`src/rtl/uart_pkg.sv`:
```
// Shared UART definitions: receiver state encoding, default bit period and vote helper.
// The transmitter side imports the same package.
package uart_pkg;

   typedef enum logic [2:0] {
      IDLE,
      START,
      DATA,
      STOP,
      BREAK
   } uart_rx_state_t;

   localparam int UART_DEFAULT_CLKS_PER_BIT = 104;

   function automatic logic majority3(input logic a, input logic b, input logic c);
      return (a & b) | (a & c) | (b & c);
   endfunction

endpackage

```
`src/rtl/sync2.sv`:
```
// Generic two-flop synchroniser for an asynchronous pin; both flops reset to RESET_VAL.
module sync2 #(
   parameter logic RESET_VAL = 1'b1
) (
   input  logic clk,
   input  logic rst,
   input  logic d,
   output logic q
);

   logic [1:0] stage_reg;

   always_ff @(posedge clk or posedge rst) begin
      if (rst) begin
         stage_reg <= {2{RESET_VAL}};
      end else begin
         stage_reg <= {stage_reg[0], d};
      end
   end

   assign q = stage_reg[1];

endmodule

```
`src/rtl/uart_rx.sv`:
```
// 8N1 serial receiver: mid-bit 3-sample majority vote, single-entry valid/ready output
// buffer, one-cycle frame_err and overrun pulses.
module uart_rx
   import uart_pkg::*;
#(
   parameter int CLKS_PER_BIT = UART_DEFAULT_CLKS_PER_BIT
) (
   input  logic       clk,
   input  logic       rst,
   input  logic       rx,
   output logic [7:0] data,
   output logic       valid,
   input  logic       ready,
   output logic       frame_err,
   output logic       overrun
);

   localparam int N  = CLKS_PER_BIT;
   localparam int M  = N / 2;
   localparam int CW = $clog2(N);

   typedef logic [CW-1:0] cnt_t;

   localparam cnt_t CNT_LAST = cnt_t'(N - 1);
   localparam cnt_t CNT_S0   = cnt_t'(M - 1);
   localparam cnt_t CNT_S1   = cnt_t'(M);
   localparam cnt_t CNT_VOTE = cnt_t'(M + 1);

   if (CLKS_PER_BIT < 8 || CLKS_PER_BIT > 65535) begin : g_bad_clks_per_bit
      $error("uart_rx: CLKS_PER_BIT must be within 8..65535");
   end

   logic rx_s;

   sync2 #(.RESET_VAL(1'b1)) u_sync (
      .clk (clk),
      .rst (rst),
      .d   (rx),
      .q   (rx_s)
   );

   uart_rx_state_t state_reg, state_next;
   cnt_t           cnt_reg, cnt_next;
   logic [2:0]     idx_reg, idx_next;
   logic [7:0]     shreg_reg, shreg_next;
   logic           s0_reg, s0_next;
   logic           s1_reg, s1_next;
   logic           vote;
   logic           deliver;
   logic           ferr;

   assign vote = majority3(s0_reg, s1_reg, rx_s);

   always_ff @(posedge clk or posedge rst) begin
      if (rst) begin
         state_reg <= IDLE;
         cnt_reg   <= '0;
         idx_reg   <= '0;
         shreg_reg <= '0;
         s0_reg    <= 1'b0;
         s1_reg    <= 1'b0;
      end else begin
         state_reg <= state_next;
         cnt_reg   <= cnt_next;
         idx_reg   <= idx_next;
         shreg_reg <= shreg_next;
         s0_reg    <= s0_next;
         s1_reg    <= s1_next;
      end
   end

   always_comb begin
      state_next = state_reg;
      cnt_next   = (cnt_reg == CNT_LAST) ? '0 : cnt_reg + cnt_t'(1);
      idx_next   = idx_reg;
      shreg_next = shreg_reg;
      s0_next    = (cnt_reg == CNT_S0) ? rx_s : s0_reg;
      s1_next    = (cnt_reg == CNT_S1) ? rx_s : s1_reg;
      deliver    = 1'b0;
      ferr       = 1'b0;

      case (state_reg)
         IDLE: begin
            cnt_next = '0;
            if (!rx_s) state_next = START;
         end
         START: begin
            if (cnt_reg == CNT_VOTE && vote) begin
               state_next = IDLE;
               cnt_next   = '0;
            end else if (cnt_reg == CNT_LAST) begin
               state_next = DATA;
               idx_next   = '0;
            end
         end
         DATA: begin
            if (cnt_reg == CNT_VOTE) shreg_next = {vote, shreg_reg[7:1]};
            if (cnt_reg == CNT_LAST) begin
               if (idx_reg == 3'd7) state_next = STOP;
               else                 idx_next   = idx_reg + 3'd1;
            end
         end
         // Decide at mid-stop so the next start edge is never missed under baud mismatch.
         STOP: begin
            if (cnt_reg == CNT_VOTE) begin
               cnt_next = '0;
               if (vote) begin
                  deliver    = 1'b1;
                  state_next = IDLE;
               end else begin
                  ferr       = 1'b1;
                  state_next = BREAK;
               end
            end
         end
         BREAK: begin
            cnt_next = '0;
            if (rx_s) state_next = IDLE;
         end
         default: begin
            state_next = IDLE;
            cnt_next   = '0;
         end
      endcase
   end

   always_ff @(posedge clk or posedge rst) begin
      if (rst) begin
         data      <= 8'h00;
         valid     <= 1'b0;
         frame_err <= 1'b0;
         overrun   <= 1'b0;
      end else begin
         frame_err <= ferr;
         overrun   <= 1'b0;
         if (deliver) begin
            if (!valid || ready) begin
               data  <= shreg_reg;
               valid <= 1'b1;
            end else begin
               overrun <= 1'b1;
            end
         end else if (valid && ready) begin
            valid <= 1'b0;
         end
      end
   end

endmodule

```
`config.mk`:
```
export PLATFORM = sky130hd
export DESIGN_NAME = uart_rx
export DESIGN_NICKNAME = d
export VERILOG_FILES = /design/src/rtl/uart_pkg.sv /design/src/rtl/sync2.sv /design/src/rtl/uart_rx.sv
export SDC_FILE = /design/constraint.sdc
export NUM_CORES = 1
export LEC_CHECK = 0
export BUFFER_PORTS_ARGS = -buffer_cell sky130_fd_sc_hd__buf_2
export CORE_ASPECT_RATIO = 1.25
export CORE_MARGIN = 1
export CORE_UTILIZATION = 45
export DETAILED_ROUTE_END_ITERATION = 7
export HOLD_SLACK_MARGIN = 0.03
export PLACE_DENSITY_LB_ADDON = 0.12
export SYNTH_ARGS = -nofsm -noshare
export SYNTH_HDL_FRONTEND = slang
export SYNTH_SLANG_ARGS = --single-unit
export TNS_END_PERCENT = 30
```
`constraint.sdc`:
```
create_clock -name clk -period 1.9 [get_ports clk]
set_input_delay 0.38 -clock clk [delete_from_list [all_inputs] [get_ports clk]]
set_output_delay 0.38 -clock clk [all_outputs]
set_load 0.02 [all_outputs]
```
==> Word level (Yosys, flattened, before mapping) <==
Cells that the tools add are included.
{ "word_totals": {"ff_bits": 36, "inputBits": 4, "out_inout_bits": 11, "word_cells": 78} }
{ "classes": {"add_sub_neg": 2, "eq_ne": 19, "mux": 29, "bitwise_logic": 5, "n_reduce_logical": 12} }
{ "op_table": {"columns": ["op", "n"], "rows": [
  ["$mux 3", 12],
  ["$eq 7x6->1 const B", 3],
  ["$mux 7", 3],
  ["$pmux 7 s3", 1],
  ["$pmux 3 s5", 1],
  ["$ne 2x2->1 const B", 7],
  ["$mux 1", 11],
  ["$add 7x1->7 const B", 1],
  ["$eq 7x7->1 const B", 1],
  ["$eq 3x2->1 const B", 2],
  ["$eq 3x3->1 const B", 2],
  ["$pmux 3 s2", 1],
  ["$reduce_and 2->1", 3],
  ["$reduce_and 6->1", 1],
  ["$reduce_and 5->1", 1],
  ["$ne 2x1->1 const B", 2],
  ["$reduce_bool 2->1", 2],
  ["$add 3x1->3 const B", 1],
  ["$and 1x1->1", 3],
  ["$eq 3x1->1 const B", 1],
  ["$logic_not 3->1", 1],
  ["$ne 3x3->1 const B", 1],
  ["$logic_and 1x1->1", 2],
  ["$or 1x1->1", 2],
  ["other kinds (2)", 2]
]} }

==> Depth between registers and ports, before layout <==
Gate-level depths: netlist of the first run.
{ "logic_depth": {"word_depth": 8, "ltp_mapped": 7, "mapped_depth_nobuf": 6} }

==> Modules after synthesis <==
Synthesis of the first run repeated with hierarchy kept, for this count alone.
{ "hier_totals": {"cells_unflattened": 133, "hier_area_um2": 1661.6} }
{ "modules_own_cells": {"columns": ["mod", "instances", "cells_per_inst", "area_per_inst_um2", "seq_area_each_um2"], "rows": [
  ["uart_rx", 1, 130, 1605.3, 850.8],
  ["sync2", 1, 3, 56.3, 52.6]
]} }

==> Least setup slack after synthesis of the first run <==
Ideal clock, no wire load.
{ "synth_timing": {"kind": "reg-to-reg", "start": "register idx_reg[0]", "end": "register idx_reg[0]", "setup_ps": 128, "arrival_time_ps": 1487, "t_required_ps": 1772, "path_slack_ps": 286, "path_stages_with_launch": 7, "n_path_buf": 0, "period_less_slack_ps": 1614, "cell_sequence": "dfrtp_1 > ha_1 > ha_1 > nor3b_1 > a21oi_1 > nor3_2 > mux2_1"} }
{ "synth_via": {"elab_chain_cells": 4, "elab_cells_between_ends": 7, "cone_classes": "1 x add/sub; 2 x eq/ne; 3 x mux; 1 x reduce/logical"} }
{ "synth_lines": {"columns": ["item", "line", "rtl"], "rows": [
  ["start, declared", "uart_rx.sv:44", "logic [2:0] idx_reg, idx_next;"],
  ["start signal, assigned", "uart_rx.sv:65", "idx_reg <= idx_next;"],
  ["$add 3x1->3", "uart_rx.sv:100", "else idx_next = idx_reg + 3'd1;"],
  ["$mux 3", "uart_rx.sv:99", "if (idx_reg == 3'd7) state_next = STOP;"],
  ["$mux 3", "uart_rx.sv:98", "if (cnt_reg == CNT_LAST) begin"],
  ["$pmux 3 s2", "uart_rx.sv:82", "case (state_reg)"]
]} }
Several ways; a longest one is shown, not always the timed one. The select of a mux whose other input is x is not followed.
A chain may end at the register's enable or synchronous reset.

==> Worst setup path after layout of the first run <==
Same ends and word-level chain as after synthesis.

==> key figures, run 1 <==
Logic synthesis
  – Yosys warning total: 0
  – Area of the mapped netlist: 1710 um^2
  – Top cell type by total area after synthesis: dfrtp_1
  – Post-synthesis xor/xnor area fraction: 2.57%
  – Average cell area after synthesis: 13.6 um^2
  – Share of the synthesized area in the top cell type: 49.9%
  – Commonest cells post-synth: dfrtp_1 (34), mux2_4 (16), nor2_1 (7)
  – Async set or reset register ratio after synthesis: 100%
  – Adder-Cell Fraction of Synth Area: under 10%
  – Synthesized netlist cell count: 125
  – Number of enable flip-flop cells after synthesis: 0
  – Area share of and/or/nand/nor cells after synthesis: 15.3%
  – Combinational family with the most area after synthesis: multiplexers
  – Top flip-flop cell by instance count after synthesis: dfrtp_1
  – Proportion of synthesized area in mux cells: 18.2%
  – Post-synthesis register bit count: 36
  – Dominant cell by count in the synthesized netlist: dfrtp_1
  – Distinct cells, synth: 39
  – Synthesized-area fraction occupied by ao, oa, aoi and oai cells: 3.23%
  – Nets in the synthesized netlist: 134
  – Ranking of synthesized cells by area: dfrtp_1 (50%), mux2_4 (14%), ha_1 (3.7%), mux2_1 (3.3%), dfstp_2 (3.1%)
  – Seq/Total Area, Yosys: between 50 and 60%

Clock network
  – CTS tree: built
  – Cts-stage hold buffer count: 0
  – Post-CTS resize count: 0
  – Buffer depth of the longest clock path: 2
  – CTS H-tree depth: 2
  – Clock slew at the register clock pins of the worst setup and hold paths: 0.07 ns
  – Clock sinks: 36
  – Post-CTS repair timing setup buffer count: 0
  – Buffer cell driving the clock tree root: clkbuf_8
  – Clock Latency Late Sink: 0.28 ns
  – Number of buffers created by CTS: 5

Setup path
  – Crit-path max cell delay: 0.40 ns
  – Bufs and invs on worst path: 0
  – Endpoint kind of the worst setup timing path: flip-flop
  – Required time of the critical path: 2.06 ns
  – Ordered cell list for the critical path: ha_1 -> ha_1 -> nor3b_1 -> a21oi_1 -> nor3_2 -> mux2_1
  – Flop-to-flop setup slack: roughly 0.13 ns
  – Highest net fanout along the worst path: 3
  – Cell repeated most along the worst path: ha_1
  – CP startpoint kind: flip-flop
  – Delay-heaviest family, CP: adder cells
  – Slowest cell on crit path: dfrtp_1
  – Worst setup path class: reg2reg
  – Data arrival, critical path: 1.93 ns

Pwr
  – IR drop worst, VDD: a little under 0.5 mV
  – Static leakage: roughly 1.0 nW
  – Ratio of total power to cell area: 705 nW/um^2
  – Overall power of the completed layout: 0.00138 W

Outcome
  – Violated checks: DRC
  – Outcome: finished with violations

Timing
  – Post-route minimum period: between 1.5 and 2 ns
  – Highest Clock Rate: 565 MHz
  – Worst max-slew margin expressed relative to the limit: 64.6%
  – Unrepaired setup endpoints after global routing: no
  – Fraction of the cycle the final worst path needs: roughly 93%
  – Number of failing hold endpoints at the final stage: 0
  – Final setup violation count: 0
  – Final WS setup: around 0.13 ns
  – Max-slew violation count: 0
  – Actual slew at the worst max-slew pin: 0.530 ns
  – Final setup TNS: 0 ns
  – Clock skew: 0.00517 ns

Route
  – Vias: about 990
  – Wire length after detailed routing: 2.83 mm
  – Initial detailed-routing violation count: 18
  – Number of vias per cell after detailed routing: 5.31
  – Post-route DRC: 4
  – ANT nets after route: 0
  – Number of detailed-routing iterations run before antenna repair: 6
  – Average wire per cell in the routed design: around 15 um

Die
  – Std cell rows: 24
  – I/O pin count: 15
  – Die Width: 57.1 um
  – Initial Utilization: 48.1%
  – Full die area: 4040 um^2
  – Area of the core: around 3500 um^2
  – Height of the chip: 70.8 um

Worst hold path
  – Worst min-delay path class: in2async

Final layout
  – Area grow syn2layout: 14.5%
  – Fraction of layout cells with a size suffix above 1: 37.8%
  – Antenna diode instance count: 0
  – Area of the multi-input gates: 744 um^2
  – Net count reported at finish: 156
  – Filler Cells Inserted: 309
  – Register cell area after layout: 903 um^2

GRT
  – Number of antenna violations at the first check in global routing: 0
  – Most Used Layer, Global Route: met2
  – Routing usage on met2: 31.0%
  – Via count of the first global-routing pass: about 1,100
  – Met1 Use GR: 18.8%
  – GRT overflow: 0
  – Wire length of the first global-routing pass: 5.27 mm
  – Met3 layer usage reported by global route: 5.12%
  – Maximum number of pins on one net before global-route repair: 25
  – Global-route usage over all layers: 17.1%

Placement
  – Port Buf Inserts: 14
  – Setup slack after placement: 0.122 ns
  – HPWL after detailed placement: about 2.1 mm
  – Final estimated routing congestion in global placement: 0.703

Run
  – Maximum capacitance violations: 0
[area by class of cell]
type,count,share of cell area [%]
Tap cell,39,2.50
Sequential cell,36,46.3
Multi-Input combinational cell,79,38.1
Inverter,6,1.15
Clock buffer,8,5.13
Timing Repair Buffer,19,6.79
[stage by stage]
step / util [%] / cell area, um^2 / cells / hold WS (ns)
after floorplan: - / 1710 / 125 / 0.345
after global placement: 52.3 / 1850 / 179 / 0.347
after detailed placement: 52.3 / 1850 / 179 / 0.351
after CTS: 55.1 / 1950 / 187 / 0.137
after global routing: 55.1 / 1950 / 187 / 0.173
final: 55.1 / 1950 / 187 / 0.123
[where the power goes]
group          internal (W)  switching (W)
Combinational    0.00000781      0.0000162
Clock              0.000331       0.000248
Sequential         0.000770     0.00000180
Total               0.00111       0.000266
[layer usage]
metal | up-vias | share of wire, % | wire length [um]
met4 | 0 | 1.1 | 32
met2 | 18 | 55 | 1540
met1 | 492 | 41 | 1160
li1 | 479 | - | -
met5 | - | 0 | 0
met3 | 4 | 3.4 | 97
[cell families after synthesis]
family,Yosys count
AOI/OAI and AO/OA,7
xor gates and xnor gates,5
adders and majority gates,6
buffers and inverters,10
DFF,36
muxes,22
and+or+nand+nor,39
[cells in the final DEF (no fill, tap or decap), types with 2 or more instances in the layout]
| cell | n |
|---|---|
| xnor2_1 | 3 |
| mux2_4 | 16 |
| clkbuf_8 | 7 |
| nand3b_1 | 2 |
| buf_12 | 2 |
| nor3_1 | 6 |
| buf_4 | 3 |
| ha_1 | 5 |
| xor2_1 | 2 |
| nor2_1 | 7 |
| dfrtp_1 | 34 |
| dfstp_2 | 2 |
| buf_2 | 14 |
| nor3b_1 | 2 |
| mux2_1 | 5 |
| nand2_1 | 6 |
| inv_1 | 5 |
| nand3_1 | 4 |
[path summary, 6_finish.rpt]
kind	startpoint	cells past startpoint	endpoint
setup reg to reg	idx_reg[0]	6	idx_reg[0]
max in group asynchronous	rst	3	state_reg[1]
setup / recovery	idx_reg[0]	6	idx_reg[0]
min in group clk	rx	1	u_sync.stage_reg[0]
hold / removal	rst	2	shreg_reg[7]
hold reg to reg	u_sync.stage_reg[0]	0	u_sync.stage_reg[1]
Note: power is estimated with default switching activity, not from simulation.
==> run 2: changes to the inputs <==
- CTS_BUF_LIST: default -> sky130_fd_sc_hd__clkbuf_2 sky130_fd_sc_hd__clkbuf_4 sky130_fd_sc_hd__clkbuf_8
==> run 2 against run 1 <==
The run still ends with DRC left. Die area stayed put. Clock-buffer cell count unchanged. Design area increased by 0.19%. Sequential power barely moved. Via count down 0.40%. Routed wire length is essentially flat. First-iteration DRC count down 11%. Core utilization up 0.11 points. Critical path type unchanged. Largest cell class unchanged. Largest power group unchanged.
==> key figures, run 2 (synthesis gave the netlist of run 1 again) <==
Die
  – Area of the core: 3540 um^2 (unchanged)
  – I/O pin count: 15 (unchanged)
  – Die Width: 57.1 um (unchanged)
  – Std cell rows: 24 (unchanged)
  – Height of the chip: 70.8 um (unchanged)
  – Full die area: 4040 um^2 (unchanged)
  – Initial Utilization: 48.1% (unchanged)

Final layout
  – Antenna diode instance count: 0 (unchanged)
  – Area grow syn2layout: 14.7%
  – Net count reported at finish: 156 (unchanged)
  – Most common cell after layout, fill and taps aside: dfrtp_1
  – Fraction of layout cells with a size suffix above 1: 38.5% (+0.68 points)
  – Commonest cells after routing, fill and taps aside: dfrtp_1 (34), mux2_4 (16), buf_2 (14)
  – Number of standard cells in the final layout excluding fillers: 187 (unchanged)

Clock network
  – Buffer cell driving the clock tree root: clkbuf_8
  – Clock slew at the register clock pins of the worst setup and hold paths: 0.07 ns (about the same)
  – CTS tree: built
  – Buffer depth of the longest clock path: 2 (unchanged)
  – Number of buffers created by CTS: 5 (unchanged)
  – Clock sinks: 36 (unchanged)
  – Cts-stage hold buffer count: 0 (unchanged)
  – Post-CTS resize count: 0 (unchanged)
  – Post-CTS repair timing setup buffer count: 0 (unchanged)
  – CTS H-tree depth: 2 (unchanged)
  – Clock Latency Late Sink: 0.28 ns (about the same)

GRT
  – Global-route usage over all layers: 17.1% (+0.039 points)
  – Wire length of the first global-routing pass: 5.29 mm (+0.27%)
  – Maximum number of pins on one net before global-route repair: 25 (unchanged)
  – GRT overflow: 0 (unchanged)
  – Via count of the first global-routing pass: 1,143 (unchanged)
  – Number of antenna violations at the first check in global routing: 0 (unchanged)

Timing
  – Unrepaired setup endpoints after global routing: no
  – Actual slew at the worst max-slew pin: 0.530 ns (-0.000384 ns)
  – Max-slew violation count: 0 (unchanged)
  – Final WS setup: 0.131 ns (unchanged)
  – Fraction of the cycle the final worst path needs: 93.1% (unchanged)
  – Worst max-slew margin expressed relative to the limit: 64.7% (about the same)
  – Post-route worst hold slack: 0.122 ns (-0.000435 ns)
  – Clock skew: 0.00476 ns (-0.000411 ns)
  – Highest Clock Rate: 565 MHz (unchanged)
  – Number of failing hold endpoints at the final stage: 0 (unchanged)
  – Final setup TNS: 0 ns (unchanged)
  – Final setup violation count: 0 (unchanged)
  – Post-route minimum period: 1.77 ns (unchanged)

Route
  – Number of detailed-routing iterations run before antenna repair: 5 (-1)
  – Wire length after detailed routing: 2.83 mm (about the same)
  – Average wire per cell in the routed design: 15.1 um (about the same)
  – ANT nets after route: 0 (unchanged)
  – Initial detailed-routing violation count: 16 (-2)
  – Vias: 989 (-0.40%)
  – Number of vias per cell after detailed routing: 5.29 (-0.40%)
  – Post-route DRC: 4 (unchanged)

Setup path
  – Endpoint kind of the worst setup timing path: flip-flop
  – Highest net fanout along the worst path: 3 (unchanged)
  – Worst setup path class: reg2reg
  – Required time of the critical path: 2.06 ns (about the same)
  – Bufs and invs on worst path: 0 (unchanged)
  – Flop-to-flop setup slack: 0.13 ns (about the same)
  – CP startpoint kind: flip-flop
  – Cell repeated most along the worst path: ha_1
  – Cell depth of the worst flop-to-flop path: 6 (unchanged)
  – Reg2Reg Capture Point: idx_reg[0]
  – CP Depth: 6 (unchanged)
  – Startpoint of the worst-slack reg-to-reg timing path: idx_reg[0]
  – Data arrival, critical path: 1.93 ns (about the same)
  – Slowest cell on crit path: dfrtp_1
  – Ordered cell list for the critical path: ha_1 -> ha_1 -> nor3b_1 -> a21oi_1 -> nor3_2 -> mux2_1
  – Crit-path max cell delay: 0.40 ns (about the same)
  – Delay-heaviest family, CP: adder cells

Run
  – Maximum capacitance violations: 0 (unchanged)

Placement
  – Final estimated routing congestion in global placement: 0.703 (unchanged)
  – Placed insts: 179 (unchanged)
  – Setup slack after placement: 0.122 ns (unchanged)
  – Port Buf Inserts: 14 (unchanged)
  – HPWL after detailed placement: 2.14 mm (unchanged)

Pwr
  – Ratio of total power to cell area: 711 nW/um^2 (+0.87%)
  – Switching Fraction: 19.2% (-0.18 points)
  – Combinational cell fraction of total power: 1.7% (about the same)
  – Static leakage: 1.00 nW (+0.34%)
  – Net switching power: 0.000267 W (+0.12%)
  – Relative contribution of the clock network to total power: 42.7% (+0.6 points)
  – IR drop worst, VDD: 0.479 mV (-1.1%)
  – Sequential share of power: 55.6% (-0.5 points)
  – Design internal power: 0.00112 W (+1.3%)

Worst hold path
  – Worst min-delay path class: in2async

Outcome
  – Outcome: finished with violations
  – Violated checks: DRC
==> run 2: cell counts in the layout (fill, tap and decap cells not counted) <==
Identical to the previous run, type by type.
==> run 2: area by class of cell <==
class                   count  area [um^2]
fillers                   310         1590
multi-input cells          79          744
repair buffers             19          133
flip-flops and latches     36          903
clock buffers               8          104
inverters                   6         22.5
well taps                  39         48.8
==> run 2: routing by layer <==
layer  up-vias  wire [um]  GRT usage (%)
li1        479          -              -
met1       489       1160           18.9
met2        17       1540           31.0
met3         4         96           5.12
met4         0         32           5.69
met5         -          0              0
==> run 2: power groups by stage <==
stage	logic [W]	registers (W)	clock network [W]
finish	0.0000240	0.000772	0.000594
global placement	0.0000249	0.000786	0
detailed placement	0.0000257	0.000786	0
floorplan	0.0000130	0.000786	0
global route	0.0000289	0.000772	0.000652
CTS	0.0000257	0.000772	0.000617
==> run 2: worst register-to-register path, stage by stage, from the launching register on <==
cell,delay [ns]
dfrtp_1,0.40
ha_1,0.21
ha_1,0.20
nor3b_1,0.18
a21oi_1,0.07
nor3_2,0.23
mux2_1,0.36
==> run 2: metrics by stage <==
step	instance area [um^2]	util [%]	power (W)
4_1_cts	1960	55.2	0.00142
6_report	1960	55.2	0.00139
2_1_floorplan	1710	-	0.000799
3_3_place_gp	1850	52.3	0.000811
3_5_place_dp	1850	52.3	0.000812
5_1_grt	1960	55.2	0.00145
==> run 2: worst max path at each step <==
| stage | startpoint | to |
|---|---|---|
| CTS | idx_reg[0] | idx_reg[0] |
| finish | idx_reg[0] | idx_reg[0] |
| floorplan | idx_reg[0] | idx_reg[0] |
| global placement | u_sync.stage_reg[1] | data[6] |
| global route | idx_reg[0] | idx_reg[2] |
| detailed placement | idx_reg[0] | idx_reg[0] |
==> run 3: changes to the inputs <==
- ABC_AREA: default -> 1
- CORE_ASPECT_RATIO: 1.25 -> 0.9
- PLACE_DENSITY_LB_ADDON: 0.12 -> default
==> run 3 against run 2 <==
Routed wire length increased by 9.0%. Combinational power is 7% lower. Die area increased by 0.33%. The flow now finishes without violations. Core utilization down 0.55 points. Highest routed layer unchanged. Sequential power barely moved. Largest power group unchanged.
==> key figures, run 3 <==
Final layout
  – Area of the multi-input gates: 692 um^2 (-7.1%)
  – Area grow syn2layout: 11.8%
  – Register cell area after layout: 903 um^2 (unchanged)
  – Fraction of layout cells with a size suffix above 1: 20.7% (-18 points)
  – Antenna diode instance count: 0 (unchanged)
  – Net count reported at finish: 216 (+38%)
  – Filler Cells Inserted: 327 (+5.5%)
  – Most common cell after layout, fill and taps aside: nand2_1
  – Commonest cells after routing, fill and taps aside: nand2_1 (46), dfrtp_1 (34), inv_1 (24)

Route
  – Post-route DRC: 0 (-4)
  – Average wire per cell in the routed design: 12.2 um (-19%)
  – Initial detailed-routing violation count: 93 (+77)
  – Number of detailed-routing iterations run before antenna repair: 4 (-1)
  – Vias: 1,247 (+26%)
  – ANT nets after route: 0 (unchanged)
  – Wire length after detailed routing: 3.08 mm (+9.0%)
  – Number of vias per cell after detailed routing: 4.95 (-6.4%)

Placement
  – Port Buf Inserts: 14 (unchanged)
  – Setup slack after placement: 0.329 ns (+0.206 ns)
  – HPWL after detailed placement: 2.26 mm (+5.6%)
  – Final estimated routing congestion in global placement: 0.772 (+9.9%)

Setup path
  – Endpoint kind of the worst setup timing path: flip-flop
  – Data arrival, critical path: 1.79 ns (-0.14 ns)
  – Ordered cell list for the critical path: ha_1 -> inv_1 -> nor2_1 -> nand3b_1 -> inv_1 -> nor3_1 -> nand2_1 -> nor2_1
  – Worst setup path class: reg2reg
  – Startpoint of the worst-slack reg-to-reg timing path: cnt_reg[0]
  – Bufs and invs on worst path: 2 (+2)
  – Cell depth of the worst flop-to-flop path: 8 (+2)
  – Reg2Reg Capture Point: cnt_reg[1]
  – Delay-heaviest family, CP: simple AND/OR/NAND/NOR gates
  – Highest net fanout along the worst path: 7 (+4)
  – Crit-path max cell delay: 0.43 ns (+0.03 ns)
  – Required time of the critical path: 2.12 ns (+0.06 ns)
  – Slowest cell on crit path: dfrtp_1
  – Flop-to-flop setup slack: 0.33 ns (+0.20 ns)
  – CP startpoint kind: flip-flop

Logic synthesis
  – Post-synthesis register bit count: 36 (unchanged)
  – Area of the mapped netlist: 1710 um^2 (+0.37%)
  – Seq/Total Area, Yosys: 52.8% (-0.19 points)
  – Async set or reset register ratio after synthesis: 100% (unchanged)
  – Dominant cell by count in the synthesized netlist: nand2_1
  – Top cell type by total area after synthesis: dfrtp_1
  – Yosys warning total: 0 (unchanged)
  – Average cell area after synthesis: 9.15 um^2 (-33%)
  – Distinct cells, synth: 25 (-36%)
  – Synthesized netlist cell count: 187 (+50%)
  – Number of enable flip-flop cells after synthesis: 0 (unchanged)
  – Top flip-flop cell by instance count after synthesis: dfrtp_1
  – Ranking of synthesized cells by area: dfrtp_1 (50%), nand2_1 (10%), inv_1 (5.3%), o21ai_0 (4.1%), nor2_1 (3.7%)
  – Nets in the synthesized netlist: 196 (+46%)
  – Share of the synthesized area in the top cell type: 49.7% (-0.18 points)
  – Commonest cells post-synth: nand2_1 (46), dfrtp_1 (34), inv_1 (24)

GRT
  – Global-route usage over all layers: 17.5% (+0.39 points)
  – Number of antenna violations at the first check in global routing: 0 (unchanged)
  – Maximum number of pins on one net before global-route repair: 37 (+48%)
  – Wire length of the first global-routing pass: 5.06 mm (-4.2%)
  – Via count of the first global-routing pass: 1,157 (+1.2%)
  – GRT overflow: 0 (unchanged)

Die
  – Height of the chip: 60.5 um (-15%)
  – Die Width: 67.0 um (+17%)
  – Initial Utilization: 48.9% (+0.73 points)
  – I/O pin count: 15 (unchanged)
  – Area of the core: 3500 um^2 (-1.1%)
  – Full die area: 4050 um^2 (+0.33%)
  – Std cell rows: 20 (-17%)

Timing
  – Highest Clock Rate: 636 MHz (+13%)
  – Post-route worst hold slack: 0.177 ns (+0.0543 ns)
  – Max-slew violation count: 0 (unchanged)
  – Clock skew: 0.00460 ns (-0.000153 ns)
  – Final setup TNS: 0 ns (unchanged)
  – Actual slew at the worst max-slew pin: 0.448 ns (-0.0814 ns)
  – Unrepaired setup endpoints after global routing: no
  – Number of failing hold endpoints at the final stage: 0 (unchanged)
  – Worst max-slew margin expressed relative to the limit: 70.1% (+5.5 points)
  – Post-route minimum period: 1.57 ns (-0.197 ns)
  – Final setup violation count: 0 (unchanged)
  – Fraction of the cycle the final worst path needs: 82.7% (-10 points)
  – Final WS setup: 0.328 ns (+0.197 ns)

Run
  – Maximum capacitance violations: 0 (unchanged)

Clock network
  – Clock Latency Late Sink: 0.29 ns (about the same)
  – Cts-stage hold buffer count: 0 (unchanged)
  – CTS tree: built
  – Post-CTS repair timing setup buffer count: 0 (unchanged)
  – Number of buffers created by CTS: 5 (unchanged)
  – CTS H-tree depth: 2 (unchanged)
  – Buffer depth of the longest clock path: 2 (unchanged)
  – Clock sinks: 36 (unchanged)
  – Clock slew at the register clock pins of the worst setup and hold paths: 0.07 ns (about the same)
  – Post-CTS resize count: 0 (unchanged)
  – Buffer cell driving the clock tree root: clkbuf_8

Pwr
  – Static leakage: 0.953 nW (-5.1%)
  – IR drop worst, VDD: 0.481 mV (+0.34%)
  – Ratio of total power to cell area: 706 nW/um^2 (-0.60%)
  – Overall power of the completed layout: 0.00135 W (-2.7%)

Outcome
  – Outcome: finished, final reports clean

Worst hold path
  – Worst min-delay path class: in2async
==> run 3: cell count changes in the layout (fill, tap and decap cells not counted), moves of 8 or more <==
cell     before  now
mux2_4       16    0
inv_1         5   24
nand2_1       6   46
o21ai_0       0   14
nor2_1        7   17
nand3_1       4   12
==> run 3: per-stage QoR <==
step / std cells / instance area, um^2 / util [%]
floorplan: 187 / 1710 / -
global placement: 244 / 1820 / 52.0
detailed placement: 244 / 1820 / 52.0
CTS: 252 / 1910 / 54.6
global route: 252 / 1910 / 54.6
finish: 252 / 1910 / 54.6
==> run 3: area by class of cell <==
class,count,area share [%]
clock buffer,6,4.31
clock inverter,2,0.523
inverter,25,4.90
multi-input combinational,124,36.1
sequential,36,47.2
tap,44,2.88
timing repair buffer,15,4.05
==> run 3: how the worst max path moves through the flow <==
| stage | slack [ns] | startpoint | cells after the start | endpoint |
|---|---|---|---|---|
| after CTS | 0.32 | cnt_reg[1] | 9 | data[5] |
| after global routing | 0.16 | cnt_reg[1] | 7 | shreg_reg[6] |
| after floorplan | 0.46 | cnt_reg[1] | 10 | data[1] |
| after global placement | 0.38 | state_reg[0] | 6 | shreg_reg[3] |
| final | 0.33 | cnt_reg[0] | 8 | cnt_reg[1] |
| after detailed placement | 0.33 | cnt_reg[1] | 9 | data[5] |
==> run 3: cells by family (layout without fill, tap and decap cells) <==
| family | Yosys count | in the layout | share of synthesized area [%] |
|---|---|---|---|
| buf+inv | 27 | 48 | 6.80 |
| simple gates | 92 | 92 | 25.7 |
| compound gates | 24 | 24 | 9.50 |
| fa+ha+maj | 5 | 5 | 3.65 |
| xor+xnor | 3 | 3 | 1.54 |
| flops | 36 | 36 | 52.8 |
==> run 3: report_power, final <==
group | switching [W] | internal (W)
clock | 0.000270 | 0.000289
sequential | 0.000000820 | 0.000770
combinational | 0.0000180 | 0.00000420
total | 0.000289 | 0.00106
==> run 3: worst reg2reg max path: cells and delay by family (launching register included) <==
kind | cells | cell delay, ns
buffers and inverters | 2 | 0.14
DFF | 1 | 0.43
and+or+nand+nor | 5 | 0.64
adders and majority gates | 1 | 0.28
==> run 3: routing by layer <==
metal / wire (um) / up-vias / GRT usage, %
li1: - / 640 / -
met1: 1550 / 585 / 22.3
met2: 1360 / 16 / 26.3
met3: 126 / 6 / 7.33
met4: 44 / 0 / 7.29
met5: 0 / - / 0
